## config.mk

```make
export PLATFORM = sky130hd
export DESIGN_NAME = alu_acc_unit
export DESIGN_NICKNAME = d
export VERILOG_FILES = /design/src/rtl/alu_acc_unit.sv
export SDC_FILE = /design/constraint.sdc
export NUM_CORES = 1
export LEC_CHECK = 0
export CAP_MARGIN = 30
export CORE_UTILIZATION = 37
export DETAILED_ROUTE_END_ITERATION = 6
export PLACE_DENSITY_LB_ADDON = 0.25
export SETUP_SLACK_MARGIN = 0.3
export SLEW_MARGIN = 10
export SYNTH_ARGS = -nofsm -noshare
export SYNTH_HDL_FRONTEND = slang
export SYNTH_SLANG_ARGS = --single-unit
export TNS_END_PERCENT = 1
```

## constraint.sdc

```tcl
create_clock -name clk -period 3.8 [get_ports clk]
set_input_delay 0.38 -clock clk [delete_from_list [all_inputs] [get_ports clk]]
set_output_delay 0.38 -clock clk [all_outputs]
set_load 0.1 [all_outputs]
```

## src/rtl/alu_acc_unit.sv

```systemverilog
// alu_acc_unit: 8-bit ALU with accumulator (Aku) and carry (CY) registers; ZFLAG_EN adds a zero-flag register
module alu_acc_unit #(
    parameter int WIDTH = 8
) (
    input  logic             clk,
    input  logic             Reset,
    input  logic [2:0]       ALUCode,
    input  logic [WIDTH-1:0] R,
    input  logic             A_CE,
    input  logic             CY_CE,
    output logic [WIDTH-1:0] A_out,
    output logic             CY_out,
    output logic [WIDTH-1:0] ALU_out,
`ifdef ZFLAG_EN
    output logic             Z_out,
`endif
    output logic             Co
);
    logic [WIDTH-1:0] a_q, a_d;
    logic             cy_q, cy_d;
    logic [WIDTH:0]   res;
    logic [WIDTH:0]   ci_ext;

    assign ci_ext = {{WIDTH{1'b0}}, cy_q};

    // ALU: one bit wider than the datapath so the top bit carries carry/borrow out
    always_comb begin
        res = '0;
        case (ALUCode)
            3'b000:  res = {1'b0, a_q} + {1'b0, R};
            3'b001:  res = {1'b0, a_q} - {1'b0, R};
            3'b010:  res = {1'b0, a_q} + {1'b0, R} + ci_ext;
            3'b011:  res = {1'b0, a_q} - {1'b0, R} - ci_ext;
            3'b100:  res = {1'b0, a_q & R};
            3'b101:  res = {1'b0, a_q | R};
            3'b110:  res = {1'b0, a_q ^ R};
            default: res = {1'b0, R};
        endcase
    end

    assign ALU_out = res[WIDTH-1:0];
    assign Co      = res[WIDTH];
    assign a_d     = A_CE ? ALU_out : a_q;
    assign cy_d    = CY_CE ? Co : cy_q;
    assign A_out   = a_q;
    assign CY_out  = cy_q;

    // Accumulator and carry registers; reset overrides both enables
    always_ff @(posedge clk) begin
        if (Reset) begin
            a_q  <= '0;
            cy_q <= 1'b0;
        end else begin
            a_q  <= a_d;
            cy_q <= cy_d;
        end
    end

`ifdef ZFLAG_EN
    logic z_q, z_d;

    assign z_d   = CY_CE ? (ALU_out == '0) : z_q;
    assign Z_out = z_q;

    // Zero flag shares the carry enable so both flags describe the same operation
    always_ff @(posedge clk) begin
        if (Reset) z_q <= 1'b0;
        else       z_q <= z_d;
    end
`endif
endmodule

```

==> results.tsv <==
metric	value	unit
critPathKind	in2out	
grt_pass1_wl	11400	um
final_cell_count_no_fill	442	
reg2reg_to	A_out[7]	
io_buffers	32	
hold_slack	0.528	ns
gp_congestion	0.863	
ant_nets	0	
ys_warn_count	0	
start_kind	input pin	
synth.avg_cell_area	7.61	sq um
crit_end	ALU_out[7]	
relSlewSlack	0.336	
synth_area	2270	sq um
worstPathMaxFanout	3	
post_dp_cell_area	3070	sq um
grt_pass1_vias	2345	
antenna_found_initial	0	
place_inst	430	
grt_max_degree	36	
synth_cells	299	
clock_sinks	9	
fmax	277	MHz
die-height	80.4	um
io_pins	33	
finClkSkew	0.0109	ns
cp.arrival	3.23	ns
critPathRequiredTime	3.42	ns
drt_pass1_iterations	4	
dr_total_vias	2459	
hold_class	reg2reg	
gr-usage-all-layers	0.233	
viasPerCell	5.56	
core_area	5920	sq um
post-place-ws	-0.0592	ns
hold_viol	0	
insertion_delay	0.25	ns
async_flop_share	0	
antennaDiodeCount	0	
synth_top_area_frac	0.154	
grt_setup_unrepaired	true	
cp-end-kind	primary output	
hold_buffers	0	
synthMuxAreaShare	0.0770	
post-route-min-period	3.61	ns
clockBufferDepth	2	
ys_seq_area_frac	0.0792	
synthAdderAreaFrac	0.172	
power.total	1.16	mW
outcome	complete, no violations	
drv_cap	0	
die-area	6460	sq um
drc	0	
rr_startpoint	A_out[1]	
synth-simple-area-share	0.217	
final_cell_area	3370	sq um
cellLeakagePower	1.46	nW
synth_area_leaders	ha_1 15%, dfxtp_1 7.9%, inv_1 5.0%	
dp_hpwl	5490	um
cts_root_buf	clkbuf_8	
fin_ws	0.189	ns
die_w	80.4	um
start_util	0.384	
nFillCells	543	
yosysMostFrequentCell	inv_1	
path_clk_slew	0.07	ns
rows	28	
cts_made_buffers	3	
drive_above_1_share	0.338	
synth_edf_count	0	
yosysTopAreaCell	ha_1	
ys_ff_latch	9	
power_density	345	nW/um^2
setup_violations	0	
timing.final.crit_share	0.950	
cts_tree	yes	
synth_top_family_by_area	compound AO/OA/AOI/OAI gates	
drt_wl_total	7270	um
synth-xor-area-share	0.0732	
yosys-top-cells-count	30 x inv_1, 28 x ha_1, 27 x nand2_1, 27 x nor2_1, 20 x o21ai_0	
synthesis.nets	344	
ys_types	71	
seqCellArea	204	sq um
min_delay_path_depth	2	
startpoint	R[1]	
tightest_slew	0.994	ns
htree_levels	1	
num-nets-final	413	
wire_per_inst	16.5	um
final_max_slew_viol_count	0	
syn_to_final_growth	48.1	%
vdd_drop_max	228	uV
reg2reg_setup_slack	0.57	ns
drtIter0Drc	131	
multi_input_area	2140	sq um
synth_ff_type	dfxtp_1	
overflow	0	
r2r_cells	13	
synth_compound_area_frac	0.287	
[cells in the final DEF, fill, tap and decap left out, types with 3 or more instances in the layout]
cell type and instances:
a2111oi_4 3, a21o_1 3, a21oi_1 13, a21oi_2 4, a22oi_1 3, a31oi_1 3, buf_12 8, buf_4 49
clkbuf_8 3, clkdlybuf4s50_1 17, dfxtp_4 6, dlygate4sd2_1 4, ha_1 21, ha_4 7, inv_1 24, inv_2 5
mux2i_1 4, mux4_2 5, nand2_1 27, nand3_1 12, nor2_1 25, nor2_4 3, nor3_1 5, nor3b_1 3
o211a_1 4, o211ai_1 3, o21ai_0 19, xnor2_1 8, xnor2_2 3, xor2_1 4
[kinds of logic after synthesis]
kind of cell    Yosys count
simple gates            100
buf+inv                  48
flops                     9
compound gates           85
mux                      11
fa+ha+maj                30
xor+xnor                 16
[repair_timing]
action                                  CTS  global route
pin swaps                                16             7
setup buffers                             7             1
endpoints found under the setup margin    5             5
gates cloned                              0             0
resized for setup                        36             7
[worst min-delay path by stage]
stage	start	to	slack, ns
after floorplan	Reset	A_out[4]	0.44
after global placement	A_out[0]	A_out[0]	0.50
after detailed placement	A_out[7]	A_out[7]	0.51
after CTS	A_out[7]	A_out[7]	0.52
after global routing	A_out[7]	A_out[7]	0.55
final	A_out[7]	A_out[7]	0.53
[area by class of cell]
class	instances	share of cell area
clock buffer	4	0.0134
tap	75	0.0278
sequential	9	0.0605
timing repair buffer	80	0.224
multi-input combinational	242	0.635
inverter	32	0.0386
[per-stage QoR]
step,setup TNS [ns],util
after floorplan,0,-
after global placement,-0.0598,0.519
after detailed placement,-0.0592,0.519
after CTS,0,0.563
after global routing,0,0.569
final,0,0.569
[per-layer routing]
layer	global-route usage	wire length, um	vias to the layer above
li1	-	-	1210
met1	0.309	3240	1168
met2	0.390	3500	71
met3	0.0216	394	10
met4	0.0839	138	0
met5	0	0	-
[state kept, by name, summed over array words and instances (netlist names)]
| name | cells |
|---|---|
| A_out | 8 |
| CY_out | 1 |
[critical path, stage by stage]
cell	delay [ns]
dlygate4sd2_1	0.25
buf_4	0.14
fa_2	0.41
o21bai_4	0.14
nand3_2	0.07
or4_4	0.47
a311oi_4	0.38
nand3_1	0.12
a32o_2	0.30
a221oi_4	0.34
nor2_4	0.06
buf_12	0.17
[report_power, final]
part	total (mW)	leakage, nW	internal, mW	switching [mW]
Sequential	0.117	0.0786	0.105	0.0127
Clock	0.131	0.0228	0.0743	0.0565
Combinational	0.914	1.35	0.369	0.544
Total	1.16	1.46	0.548	0.614
Power figures use the tool's default switching activity.
